[src/rtl/game_timer_ctrl.sv]
// Round sequencer for the whack-a-mole game: IDLE -> READY -> PLAY -> OVER.
// Derives seconds from tick_1k and owns the score, the countdown and the game-over blink.
module game_timer_ctrl #(
    parameter int GAME_SECONDS  = 60,
    parameter int READY_SECONDS = 3,
    parameter int TICKS_PER_SEC = 1000,
    parameter int SCORE_MAX     = 99,
    parameter int BLINK_TICKS   = 500
) (
    input  logic       clk,
    input  logic       rst,
    input  logic       tick_1k,
    input  logic       start,
    input  logic       hit,
    input  logic       miss,
    output logic [6:0] score,
    output logic [6:0] time_left,
    output logic [1:0] state,
    output logic       game_active,
    output logic       disp_blank,
    output logic       round_done
);

    typedef enum logic [1:0] {
        IDLE  = 2'b00,
        READY = 2'b01,
        PLAY  = 2'b10,
        OVER  = 2'b11
    } state_t;

    localparam int TICK_W  = (TICKS_PER_SEC > 1) ? $clog2(TICKS_PER_SEC) : 1;
    localparam int BLINK_W = (BLINK_TICKS > 1) ? $clog2(BLINK_TICKS) : 1;

    localparam logic [TICK_W-1:0]  TICK_LAST  = TICK_W'(TICKS_PER_SEC - 1);
    localparam logic [BLINK_W-1:0] BLINK_LAST = BLINK_W'(BLINK_TICKS - 1);
    localparam logic [6:0]         GAME_T     = 7'(GAME_SECONDS);
    localparam logic [6:0]         READY_T    = 7'(READY_SECONDS);
    localparam logic [6:0]         SCORE_TOP  = 7'(SCORE_MAX);

    state_t               state_q, state_d;
    logic [6:0]           score_q, score_d;
    logic [6:0]           time_q, time_d;
    logic [TICK_W-1:0]    tick_cnt_q, tick_cnt_d;
    logic [BLINK_W-1:0]   blink_cnt_q, blink_cnt_d;
    logic                 blank_q, blank_d;
    logic                 round_done_q, round_done_d;
    logic                 sec;

    assign sec = tick_1k && (tick_cnt_q == TICK_LAST);

    always_comb begin
        // NOTE: every variable gets a default before the case so no path leaves it unassigned (no latches).
        state_d      = state_q;
        score_d      = score_q;
        time_d       = time_q;
        blink_cnt_d  = blink_cnt_q;
        blank_d      = blank_q;
        round_done_d = 1'b0;
        if (tick_1k) tick_cnt_d = sec ? '0 : tick_cnt_q + 1'b1;
        else         tick_cnt_d = tick_cnt_q;

        case (state_q)
            IDLE: begin
                if (start) begin
                    state_d = READY;
                    time_d  = READY_T;
                    score_d = '0;
                end
            end
            READY: begin
                if (sec) begin
                    if (time_q == 7'd1) begin
                        state_d = PLAY;
                        time_d  = GAME_T;
                    end else begin
                        time_d = time_q - 7'd1;
                    end
                end
            end
            PLAY: begin
                if (hit && !miss && score_q < SCORE_TOP)   score_d = score_q + 7'd1;
                if (miss && !hit && score_q != 7'd0)       score_d = score_q - 7'd1;
                if (sec) begin
                    if (time_q == 7'd1) begin
                        state_d      = OVER;
                        time_d       = '0;
                        round_done_d = 1'b1;
                        blink_cnt_d  = '0;
                        blank_d      = 1'b0;
                    end else begin
                        time_d = time_q - 7'd1;
                    end
                end
            end
            OVER: begin
                if (tick_1k) begin
                    if (blink_cnt_q == BLINK_LAST) begin
                        blink_cnt_d = '0;
                        blank_d     = ~blank_q;
                    end else begin
                        blink_cnt_d = blink_cnt_q + 1'b1;
                    end
                end
                // Restart overrides a coincident blink step or second strobe.
                if (start) begin
                    state_d     = READY;
                    score_d     = '0;
                    time_d      = READY_T;
                    blank_d     = 1'b0;
                    blink_cnt_d = '0;
                end
            end
            default: state_d = IDLE;
        endcase

        // Restart the second count on every transition so each counted second is whole.
        if (state_d != state_q) tick_cnt_d = '0;
    end

    always_ff @(posedge clk) begin
        // NOTE: sequential state uses non-blocking assignments; reset is synchronous and wins over all inputs.
        if (rst) begin
            state_q      <= IDLE;
            score_q      <= '0;
            time_q       <= GAME_T;
            tick_cnt_q   <= '0;
            blink_cnt_q  <= '0;
            blank_q      <= 1'b0;
            round_done_q <= 1'b0;
        end else begin
            state_q      <= state_d;
            score_q      <= score_d;
            time_q       <= time_d;
            tick_cnt_q   <= tick_cnt_d;
            blink_cnt_q  <= blink_cnt_d;
            blank_q      <= blank_d;
            round_done_q <= round_done_d;
        end
    end

    assign score       = score_q;
    assign time_left   = time_q;
    assign state       = state_q;
    assign game_active = (state_q == PLAY);
    assign disp_blank  = blank_q;
    assign round_done  = round_done_q;

endmodule

[config.mk]
export PLATFORM = sky130hd
export DESIGN_NAME = game_timer_ctrl
export DESIGN_NICKNAME = d
export VERILOG_FILES = /design/src/rtl/game_timer_ctrl.sv
export SDC_FILE = /design/constraint.sdc
export NUM_CORES = 1
export LEC_CHECK = 0
export CORE_AREA = 2 2 64 66
export CTS_CLUSTER_DIAMETER = 30
export DETAILED_ROUTE_END_ITERATION = 7
export DIE_AREA = 0 0 66 68
export PLACE_DENSITY_LB_ADDON = 0.15
export SYNTH_ARGS = -nofsm -noshare
export SYNTH_HDL_FRONTEND = slang
export SYNTH_SLANG_ARGS = --single-unit
[constraint.sdc]
create_clock -name clk -period 6.3 [get_ports clk]
set_input_delay 1.89 -clock clk [delete_from_list [all_inputs] [get_ports clk]]
set_output_delay 1.89 -clock clk [all_outputs]
set_load 0.02 [all_outputs]
Word level (Yosys, flattened, before mapping)

Cells that the tools add are included.
W data, S select, Z words.

Bits in registers: 37
Input port bits: 6
Output and inout port bits: 19
Word-level logic and storage cells: 78

Add/sub/neg operators: 5
Magnitude comparators: 1
Equal/unequal tests: 14
Muxes and demuxes: 30
Bitwise logic cells: 3
Reduce and logical (&&, ||, !) cells: 18

Operators with widths:

| operator                | number |
|---|---|
| $mux W7                 | 8 |
| $mux W9                 | 5 |
| $pmux W7 S3             | 1 |
| $pmux W9 S2             | 1 |
| $pmux W7 S2             | 1 |
| $sub A7 B1 Y7 const B   | 2 |
| $add A10 B1 Y10 const B | 1 |
| $eq A10 B10 Y1 const B  | 1 |
| $mux W10                | 1 |
| $mux W2                 | 5 |
| $add A9 B1 Y9 const B   | 1 |
| $eq A9 B9 Y1 const B    | 1 |
| $add A7 B1 Y7 const B   | 1 |
| $eq A7 B1 Y1 const B    | 1 |
| $lt A7 B7 Y1 const B    | 1 |
| $reduce_bool A7 Y1      | 1 |
| $mux W1                 | 6 |
| $ne A2 B1 Y1 const B    | 3 |
| $ne A3 B3 Y1 const B    | 2 |
| $pmux W2 S3             | 1 |
| $reduce_and A3 Y1       | 2 |
| $logic_and A1 B1 Y1     | 5 |
| $reduce_and A5 Y1       | 1 |
| $eq A2 B2 Y1 const B    | 2 |
| other kinds (12)        | 17 |

Depth between registers and ports, before layout

Gate-level depths: netlist (run 1).

Depth after elaboration: 6
Gate-level depth with buffers: 9
Depth with buffers taken out: 9

Least setup slack after synthesis (run 1)

OpenSTA, ideal clock, no wires.

Path kind: input -> register
Start: in miss
End: reg score_q[6], in the netlist score[6]
Library setup time: 0.128 ns
Arrival: 3.643 ns
Required time: 6.172 ns
Setup slack: 2.529 ns
Stages on the path: 9
Path buffers: 0
Cells stage by stage: inv_1 > a211o_1 > inv_1 > ha_1 > a211oi_1 > o21bai_1 > a21oi_1 > mux2i_1 > nand4b_1

Word-level cells in the longest chain between the ends: 5
Elaborated cells between the ends (all ways): 9
Those cells by class: 1 x eq/ne; 2 x mux; 6 x reduce/logical

RTL lines:

| element                            | line | text |
|---|---|---|
| start: declaration                 | 15   | `input logic miss,` |
| $logic_not A1 Y1                   | 81   | `if (hit && !miss && score_q < SCORE_TOP) score_d = score_q + 7'd1;` |
| $logic_and A1 B1 Y1 (2 in a row)   | 81   |  |
| $ne A3 B1 Y1 (no source line)      | n/a  |  |
| $reduce_and A3 Y1 (no source line) | n/a  |  |
| end signal: assignment             | 132  | `score_q <= score_d;` |
| end: declaration                   | 41   | `logic [6:0] score_q, score_d;` |

Parallel ways exist; a longest one is shown, timed or not.
A chain may end at the register's enable or synchronous reset.

Worst setup path in the final report (run 1)

Same ends and word-level chain as after synthesis.

==> results of run 1 <==
-- power breakdown --
group / switching [mW] / internal (mW)
registers: 0.00995 / 0.242
clock network: 0.0864 / 0.0767
logic: 0.0530 / 0.0387
-- metal layers --
metal | vias to the layer above | part of all wire (%) | global-route usage [%]
met3 | 6 | 3.7 | 3.62
met2 | 38 | 45 | 37.9
met1 | 960 | 51 | 30.5
li1 | 1045 | - | -
met5 | - | 0 | 0
met4 | 0 | 1.1 | 7.91
-- Yosys cell counts (all sizes together), types with 4 or more instances --
cell / n
xor2: 9
a211oi: 6
and3: 4
nand2: 23
a21o: 6
ha: 13
nor4: 7
nand3: 11
nor3: 15
or3: 5
dfxtp: 37
nor2: 27
o21bai: 7
a21oi: 20
o21ai: 14
inv: 9
nand4: 5
or4: 4
clkbuf: 6
-- through the flow --
step / power [mW] / util (%) / setup slack (ps) / hold slack [ps] / instances
after floorplan: 0.317 / - / 2530 / 446 / 272
after global placement: 0.347 / 64.2 / 1940 / 465 / 338
after detailed placement: 0.348 / 64.2 / 1850 / 469 / 338
after CTS: 0.509 / 66.4 / 2160 / 485 / 346
after global routing: 0.527 / 66.4 / 1890 / 501 / 346
final: 0.506 / 66.4 / 2150 / 482 / 346
-- cells by family after synthesis --
kind of cell / after synthesis / share of synthesized area, %
flip-flops: 37 / 33.6
AO/OA/AOI/OAI: 72 / 21.7
XOR/XNOR: 12 / 4.76
AND/OR/NAND/NOR: 117 / 27.3
multiplexers: 3 / 1.36
buffers and inverters: 17 / 3.00
adder cells (fa/ha/maj): 14 / 8.28
-- critical path: stages --
cell and delay (ps):
sky130_fd_sc_hd__clkdlybuf4s50_1 450, sky130_fd_sc_hd__inv_1 50, sky130_fd_sc_hd__a211o_1 330, sky130_fd_sc_hd__inv_1 260
sky130_fd_sc_hd__ha_1 340, sky130_fd_sc_hd__a211oi_1 320, sky130_fd_sc_hd__o21bai_1 110, sky130_fd_sc_hd__a21oi_1 270
sky130_fd_sc_hd__mux2i_1 220, sky130_fd_sc_hd__nand4b_1 100
-- layout make-up --
class | count | area share (%)
Multi-Input combinational cell | 218 | 54.7
Sequential cell | 37 | 28.9
Timing Repair Buffer | 24 | 9.38
Clock buffer | 6 | 2.83
Tap cell | 50 | 2.44
Inverter | 9 | 1.32
Clock inverter | 2 | 0.391
-- path summary, 6_finish.rpt --
kind | startpoint | end
worst max-delay path | miss | score[6]
worst min-delay path | blink_cnt_q[7] | blink_cnt_q[7]
worst max register to register | score[0] | score[6]
worst min register to register | blink_cnt_q[7] | blink_cnt_q[7]
-- state kept, by name, indices dropped and copies added (netlist names) --
name and count:
tick_cnt_q 10, blink_cnt_q 9, score 7, time_left 7, state 2, disp_blank 1
round_done 1
==> flow_summary.rst, run 1 <==
.. list-table::
   :header-rows: 1

   * - Metric
     - Value
   * - Run status
     - finished, final reports clean
   * - Number of nets in the final layout
     - 315
   * - Leading cell types in the layout, fill and taps excluded
     - sky130_fd_sc_hd__dfxtp_1, sky130_fd_sc_hd__nor2_1, sky130_fd_sc_hd__clkdlybuf4s50_1
   * - Synth Flop Type
     - sky130_fd_sc_hd__dfxtp_1
   * - Overall die area
     - 4490 µm²
   * - Post-synthesis async set-or-reset flop share
     - 0%
   * - Syn avg cell area
     - 8.11 µm²
   * - Width of the die
     - 66 µm
   * - Max Fclk
     - 241 MHz
   * - Count of antenna diodes in the layout
     - 0
   * - DR DRC count
     - 0
   * - Filler Cell Count
     - 336
   * - Final Instance Area
     - 2560 µm²
   * - Crit-path max FO
     - 8
   * - Setup_tns
     - 0 ps
   * - Min-Delay Path Depth
     - 2
   * - Skew final
     - 8.29 ps
   * - GPL Wtd Cong
     - 0.927
   * - Placed Area
     - 2480 µm²
   * - Drt wl/cell
     - 13.5 µm
   * - Net count after synthesis
     - 292
   * - Vertical die dimension
     - 68 µm
   * - Count of different cell masters after synthesis
     - 51
   * - Ratio of cells with drive above 1 in the final layout
     - 4.39%
   * - Number of pins with negative max-slew slack in the final report
     - 0
   * - VDD IR max
     - 0.123 mV
   * - Crit path required time
     - 6470 ps
   * - Launching element type of the critical path
     - input pin
   * - Number of buffer cells added on primary ports
     - 24
   * - Cell area after synthesis
     - 2210 µm²
   * - Overall fraction of global-route tracks in use
     - 22.9%
   * - Transition time at the pin with the least slew margin
     - 848 ps
   * - Number of DRC markers in iteration 0
     - 152
   * - Cell type with the largest total area after synthesis
     - sky130_fd_sc_hd__dfxtp_1
   * - Yosys warning total
     - 0
   * - Number of H-tree levels
     - 2
   * - Insertion delay to the later sink of the worst-skew pair
     - 290 ps
   * - Commonest non-fill, non-tap cell in the layout
     - sky130_fd_sc_hd__dfxtp_1
   * - Longest Clk Path Bufs
     - 2
   * - Post-Synthesis Cells
     - 272
   * - Area taken by multi-input logic gates
     - 1400 µm²
   * - WP data arrival
     - 4320 ps
   * - Critical Setup Path Class
     - input pin to register
   * - Antenna violations before repair
     - 0
   * - Routed Wire Length
     - 4.67 mm
   * - Clock root cell
     - sky130_fd_sc_hd__clkbuf_8
   * - Share of synthesized area occupied by flip-flops and latches
     - 33.6%
   * - Floorplan row count
     - 23
   * - Ratio of final minimum period to clock period
     - 65.9%
   * - Total of hold buffers inserted after clock tree synthesis
     - 0
   * - Number of flip-flops and latches in the synthesized netlist
     - 37
   * - Leak Pwr
     - 0.944 nW
   * - Cell area power density
     - 198 nW/µm²
   * - Number of synthesized flops with an enable pin
     - 0
   * - Vias/cell
     - 5.92
   * - Slew Limit Headroom
     - 43.3%
   * - Vias in the first global route
     - 1808
   * - Largest net degree at the start of global routing
     - 25
   * - Number of setup violations in the final report
     - 0
   * - Number of buffers added by the clock tree synthesis step
     - 5
   * - R2r worst-path depth
     - 9
   * - # Post-CTS Setup Buffers
     - 0
   * - 1st-pass router iterations
     - 4
   * - Clk pin slew, worst setup/hold paths
     - 80 ps
   * - Clk sinks
     - 37
   * - Reg-to-reg slack, setup
     - 3590 ps
   * - Number of max-cap violations
     - 0
   * - Global-route wire length before repair
     - 8.11 mm
   * - Endpoint class of the critical path
     - register
   * - HP Class
     - register to register
   * - Remaining global-route overflow
     - 0
   * - I/O pin cnt
     - 25
   * - Signed area change from the synthesized netlist to the final layout
     - 16.0%
   * - Minimum period implied by the final worst setup slack
     - 4150 ps
   * - Number of antenna-violating nets in the routed design
     - 0
   * - Register area
     - 741 µm²
   * - Synth area leaders
     - sky130_fd_sc_hd__dfxtp_1, sky130_fd_sc_hd__ha_1, sky130_fd_sc_hd__nor2_1
   * - Initial cell density of the core
     - 57.2%
   * - Via count of the routed design
     - 2049
   * - Yosys top cell area share
     - 33.6%
   * - Endpoints failing hold
     - 0
   * - Core ar.
     - 3860 µm²
   * - CTS tree
     - done
   * - Unrepaired setup endpoints after global routing
     - no
   * - Gates resized, CTS repair
     - 0
   * - Final HPWL DP
     - 3.26 mm
(Power assumes the default switching activity.)
==> run 2: changes to the inputs <==
- CORE_AREA: 2 2 64 66 -> 2 2 66 68
- DIE_AREA: 0 0 66 68 -> 0 0 68 70
- clock period: 6.3 -> 4.2 ns (I/O delays scaled with it)
==> run 2 against run 1 <==
  * Register-to-register slack got worse by 2200 ps
  * Via count decreased by 0.93%
  * Worst hold slack improved by 4.0 ps
  * Flip-flop and latch count unchanged
  * Count of clock-buffer cells in the layout unchanged
  * Cell area increased by 2.7%
  * Wire length increased by 1.7%
  * Sequential power increased by 50%
  * Die area increased by 6.1%
  * Total power increased by 67%
==> flow_summary.rst, run 2 (synthesis gave the netlist of run 1 again) <==
.. list-table::
   :header-rows: 1

   * - Metric
     - Value
   * - Number of H-tree levels
     - 2
   * - Count of antenna diodes in the layout
     - 0
   * - Launching element type of the critical path
     - input pin
   * - Post-placement cell count
     - 344
   * - Skew final
     - 4.97 ps
   * - I/O pin cnt
     - 25
   * - Remaining global-route overflow
     - 0
   * - Clk pin slew, worst setup/hold paths
     - 80 ps
   * - Width of the die
     - 68 µm
   * - Number of pins with negative max-slew slack in the final report
     - 0
   * - Largest register by flop count
     - tick_cnt_q
   * - Family with the most delay on the worst path
     - compound AO/OA/AOI/OAI gates
   * - Transition time at the pin with the least slew margin
     - 776 ps
   * - Crit-path max FO
     - 8
   * - Antenna violations before repair
     - 0
   * - Chain of cells forming the critical path
     - clkdlybuf4s50_1 -> inv_1 -> a211o_1 -> inv_1 -> ha_1 -> a211oi_1 -> o21bai_1 -> a21oi_1 -> mux2i_1 -> nand4b_1
   * - Global-route wire length before repair
     - 8.36 mm
   * - Largest net degree at the start of global routing
     - 19
   * - Crit path required time
     - 4380 ps
   * - Ratio of final minimum period to clock period
     - 84.4%
   * - Longest Clk Path Bufs
     - 2
   * - Ratio of cells with drive above 1 in the final layout
     - 6.00%
   * - Overall fraction of global-route tracks in use
     - 22.3%
   * - Delay of the slowest critical-path stage
     - 450 ps
   * - Leak Pwr
     - 0.976 nW
   * - Cell area power density
     - 322 nW/µm²
   * - Critical Setup Path Class
     - input pin to register
   * - WP data arrival
     - 3720 ps
   * - Number of DRC markers in iteration 0
     - 126
   * - Initial cell density of the core
     - 53.3%
   * - Top flop regs
     - tick_cnt_q (10), blink_cnt_q (9)
   * - Placed Area
     - 2510 µm²
   * - Number of buffer cells added on primary ports
     - 24
   * - 1st-pass router iterations
     - 4
   * - Via count of the routed design
     - 2030
   * - Leading cell types in the layout, fill and taps excluded
     - sky130_fd_sc_hd__dfxtp_1, sky130_fd_sc_hd__nor2_1, sky130_fd_sc_hd__clkdlybuf4s50_1
   * - Routed Wire Length
     - 4.74 mm
   * - Clock root cell
     - sky130_fd_sc_hd__clkbuf_8
   * - Most frequent cell on the critical path
     - sky130_fd_sc_hd__inv_1
   * - Post-layout total power
     - 846 µW
   * - Commonest non-fill, non-tap cell in the layout
     - sky130_fd_sc_hd__dfxtp_1
   * - DR DRC count
     - 0
   * - # Post-CTS Setup Buffers
     - 0
   * - Number of buffers added by the clock tree synthesis step
     - 5
   * - Slew Limit Headroom
     - 47.9%
   * - VDD IR max
     - 0.160 mV
   * - Setup_tns
     - 0 ps
   * - Clk sinks
     - 37
   * - Max Fclk
     - 282 MHz
   * - Insertion delay to the later sink of the worst-skew pair
     - 290 ps
   * - Floorplan row count
     - 24
   * - Number of flip-flops in the largest register
     - 10
   * - Slowest cell on crit path
     - sky130_fd_sc_hd__clkdlybuf4s50_1
   * - Total of hold buffers inserted after clock tree synthesis
     - 0
   * - Number of nets in the final layout
     - 319
   * - Drt wl/cell
     - 13.5 µm
   * - Number of max-cap violations
     - 0
   * - WP buf/inv
     - 3
   * - Number of antenna-violating nets in the routed design
     - 0
   * - Vias in the first global route
     - 1828
   * - CTS tree
     - done
   * - Core ar.
     - 4140 µm²
   * - Vertical die dimension
     - 70 µm
   * - Final HPWL DP
     - 3.36 mm
   * - Unrepaired setup endpoints after global routing
     - no
   * - Minimum period implied by the final worst setup slack
     - 3550 ps
   * - Endpoints failing hold
     - 0
   * - HP Class
     - register to register
   * - GPL Wtd Cong
     - 0.858
   * - Vias/cell
     - 5.77
   * - Filler Cell Count
     - 366
   * - Gates resized, CTS repair
     - 0
   * - Non-filler cells, final
     - 352
   * - Number of setup violations in the final report
     - 0
   * - Signed area change from the synthesized netlist to the final layout
     - 19.2%
   * - Endpoint class of the critical path
     - register
   * - Final Instance Area
     - 2630 µm²
   * - Overall die area
     - 4760 µm²
   * - Run status
     - finished, final reports clean
run 2: changes by cell type in the layout (fill, tap and decap cells not counted):
cell	previous run	this run
sky130_fd_sc_hd__buf_4	0	4
sky130_fd_sc_hd__bufinv_16	0	1
sky130_fd_sc_hd__clkbuf_1	1	0
sky130_fd_sc_hd__clkbuf_8	5	6
sky130_fd_sc_hd__clkinv_2	2	0
sky130_fd_sc_hd__clkinvlp_4	0	1
run 2: final timing paths:
| check | slack, ps | endpoint | cells after the start | from |
|---|---|---|---|---|
| hold / removal | 490 | blink_cnt_q[6] | 2 | blink_cnt_q[6] |
| hold reg to reg | 490 | blink_cnt_q[6] | 2 | blink_cnt_q[6] |
| setup / recovery | 650 | score[6] | 10 | miss |
| setup reg to reg | 1430 | score[6] | 9 | score[0] |
run 2: tightest hold or removal path, stage by stage (launching register included):
cell and delay [ps]:
sky130_fd_sc_hd__dfxtp_1 330, sky130_fd_sc_hd__o31ai_1 60, sky130_fd_sc_hd__a21oi_1 60
run 2: routing by layer:
metal | wire [µm] | GRT usage (%) | up-vias
li1 | - | - | 1060
met1 | 2440 | 31.4 | 936
met2 | 2100 | 33.7 | 28
met3 | 135 | 3.86 | 6
met4 | 72 | 8.00 | 0
met5 | 0 | 0 | -
run 2: cell type report:
class                   count  area, µm²  share of cell area (%)
multi-input cells         218       1400                    53.2
inverters                   9       33.8                    1.28
clock inverters             2       37.5                    1.43
clock buffers               6       82.6                    3.14
well taps                  52       65.1                    2.47
repair buffers             28        270                    10.3
flip-flops and latches     37        741                    28.2
run 2: power breakdown:
| group | total, mW | internal (mW) | switching [mW] |
|---|---|---|---|
| clock network | 0.328 | 0.193 | 0.135 |
| logic | 0.140 | 0.0605 | 0.0792 |
| registers | 0.378 | 0.362 | 0.0157 |
run 2: through the flow:
stage	worst slack, ps	utilization [%]	hold slack [ps]
2_1_floorplan	1060	-	446
3_3_place_gp	438	60.6	461
3_5_place_dp	373	60.6	479
4_1_cts	662	63.5	491
5_1_grt	431	63.5	519
6_report	655	63.5	486
==> run 3: changes to the inputs <==
- clock period: 4.2 -> 3.3 ns (I/O delays scaled with it)
==> run 3 against run 2 <==
  * Clock skew grew 0.52 ps
  * Setup slack lost 420 ps
  * Critical path depth is the same
  * Total power grew 18%
  * Clock power shrank 2%
  * Die area is the same
  * Global-route usage grew 0.84 points
  * Register-to-register slack lost 720 ps
  * Sequential power grew 27%
  * First-iteration DRC count grew 4.0%
  * Flip-flop and latch count is the same
  * Wire length grew 6.2%
  * Critical path type unchanged
  * Highest routed layer unchanged
==> flow_summary.rst, run 3 (synthesis gave the netlist of run 1 again) <==
.. list-table::
   :header-rows: 1

   * - Metric
     - Value
   * - Run status
     - finished, final reports clean
   * - Worst setup slack after placement
     - -60.5 ps
   * - Top flop regs
     - tick_cnt_q (10), blink_cnt_q (9)
   * - Vias/cell
     - 5.77
   * - Post-layout worst setup margin
     - 231 ps
   * - Count of antenna diodes in the layout
     - 0
   * - Gates resized, CTS repair
     - 0
   * - Transition time at the pin with the least slew margin
     - 603 ps
   * - Number of buffers added by the clock tree synthesis step
     - 5
   * - Placed Area
     - 2620 µm²
   * - Antenna violations before repair
     - 0
   * - Floorplan row count
     - 24
   * - Filler Cell Count
     - 354
   * - # Post-CTS Setup Buffers
     - 0
   * - CTS tree
     - done
   * - Met2 Wirelength
     - 2.37 mm
   * - Commonest non-fill, non-tap cell in the layout
     - sky130_fd_sc_hd__dfxtp_1
   * - Overall fraction of global-route tracks in use
     - 23.1%
   * - Minimum period implied by the final worst setup slack
     - 3070 ps
   * - Number of DRC markers in iteration 0
     - 131
   * - Drt wl/cell
     - 13.8 µm
   * - Clk sinks
     - 37
   * - Overall die area
     - 4760 µm²
   * - Leak Pwr
     - 1.03 nW
   * - Cell area power density
     - 368 nW/µm²
   * - Leading cell types in the layout, fill and taps excluded
     - sky130_fd_sc_hd__dfxtp_1, sky130_fd_sc_hd__nor2_1, sky130_fd_sc_hd__clkdlybuf4s50_1
   * - Total of hold buffers inserted after clock tree synthesis
     - 0
   * - 1st-pass router iterations
     - 4
   * - GPL Wtd Cong
     - 0.856
   * - DRT met1 WL
     - 2.48 mm
   * - Setup_tns
     - 0 ps
   * - Skew final
     - 5.49 ps
   * - Clock root cell
     - sky130_fd_sc_hd__clkbuf_8
   * - Ratio of final minimum period to clock period
     - 93.0%
   * - Final HPWL DP
     - 3.71 mm
   * - Crit path required time
     - 3470 ps
   * - I/O pin cnt
     - 25
   * - Fraction of the core area covered by cells at the end of the flow
     - 65.2%
   * - VDD IR max
     - 0.251 mV
   * - Vias in the first global route
     - 1974
   * - Launching element type of the critical path
     - input pin
   * - Number of H-tree levels
     - 2
   * - Largest register by flop count
     - tick_cnt_q
   * - Width of the die
     - 68 µm
   * - DR DRC count
     - 0
   * - Via count of the routed design
     - 2107
   * - Number of nets in the final layout
     - 333
   * - Global-route wire length before repair
     - 8.82 mm
   * - Final Instance Area
     - 2700 µm²
   * - Unrepaired setup endpoints after global routing
     - no
   * - Number of max-cap violations
     - 0
   * - Max Fclk
     - 326 MHz
   * - Endpoints failing hold
     - 0
   * - Slew Limit Headroom
     - 59.5%
   * - Crit-path max FO
     - 5
   * - Clk pin slew, worst setup/hold paths
     - 70 ps
   * - Number of antenna-violating nets in the routed design
     - 0
   * - WP data arrival
     - 3240 ps
   * - Core ar.
     - 4140 µm²
   * - Number of pins with negative max-slew slack in the final report
     - 0
   * - Critical Setup Path Class
     - input pin to register
   * - Number of setup violations in the final report
     - 0
   * - Total met3 wirelength after detailed routing
     - 149 µm
   * - Number of flip-flops in the largest register
     - 10
   * - Remaining global-route overflow
     - 0
   * - Insertion delay to the later sink of the worst-skew pair
     - 290 ps
   * - Endpoint class of the critical path
     - register
   * - Initial cell density of the core
     - 53.3%
   * - Longest Clk Path Bufs
     - 2
   * - Number of buffer cells added on primary ports
     - 24
   * - Signed area change from the synthesized netlist to the final layout
     - 22.4%
   * - Routed Wire Length
     - 5.04 mm
   * - Ratio of cells with drive above 1 in the final layout
     - 9.58%
   * - Vertical die dimension
     - 70 µm
   * - HP Class
     - register to register
   * - Largest net degree at the start of global routing
     - 16
   * - Highest routed layer
     - met4
==> run 3: cell types whose count changed in the layout (fill, tap and decap cells not counted), sizes merged <==
cell,before,now
buf,4,18
bufinv,1,0
clkbuf,6,7
clkinvlp,1,0
==> run 3: path summary, 6_finish.rpt <==
path | depth (start not counted) | from | slack [ps] | to
max | 10 | hit | 230 | score[6]
min | 2 | blink_cnt_q[6] | 490 | blink_cnt_q[6]
max reg2reg | 10 | score[1] | 710 | score[6]
min reg2reg | 2 | blink_cnt_q[6] | 490 | blink_cnt_q[6]
==> run 3: power by group <==
part           switching [mW]  total [mW]  internal [mW]
clock                   0.157       0.323          0.166
combinational           0.106       0.192         0.0857
sequential             0.0184       0.480          0.462
total                   0.281       0.994          0.713
==> run 3: cell type report <==
cell class	count	area, µm²	area share (%)
Inverter	9	33.8	1.25
Multi-Input combinational cell	218	1400	51.8
Timing Repair Buffer	42	375	13.9
Clock buffer	7	86.3	3.20
Tap cell	52	65.1	2.41
Sequential cell	37	741	27.4
==> run 3: stage by stage <==
stage               total power [mW]  hold WS [ps]  cells
floorplan                      0.605           446    272
global placement               0.678           465    358
detailed placement             0.680           476    358
CTS                             1.00           487    365
global route                    1.04           520    365
finish                         0.994           490    365
==> run 3: per-layer routing <==
layer / up-vias / GRT usage, %
met5: - / 0
met4: 0 / 5.56
met3: 5 / 3.54
met2: 30 / 36.6
met1: 983 / 32.6
li1: 1089 / -
==> run 3: critical path, cell delays in order <==
cell and delay, ps:
sky130_fd_sc_hd__clkdlybuf4s50_1 480, sky130_fd_sc_hd__a211o_1 120, sky130_fd_sc_hd__inv_1 100, sky130_fd_sc_hd__buf_4 150, sky130_fd_sc_hd__fa_1 380, sky130_fd_sc_hd__a211oi_1 300
sky130_fd_sc_hd__o21bai_1 120, sky130_fd_sc_hd__a21oi_1 260, sky130_fd_sc_hd__mux2i_1 230, sky130_fd_sc_hd__nand4b_1 110
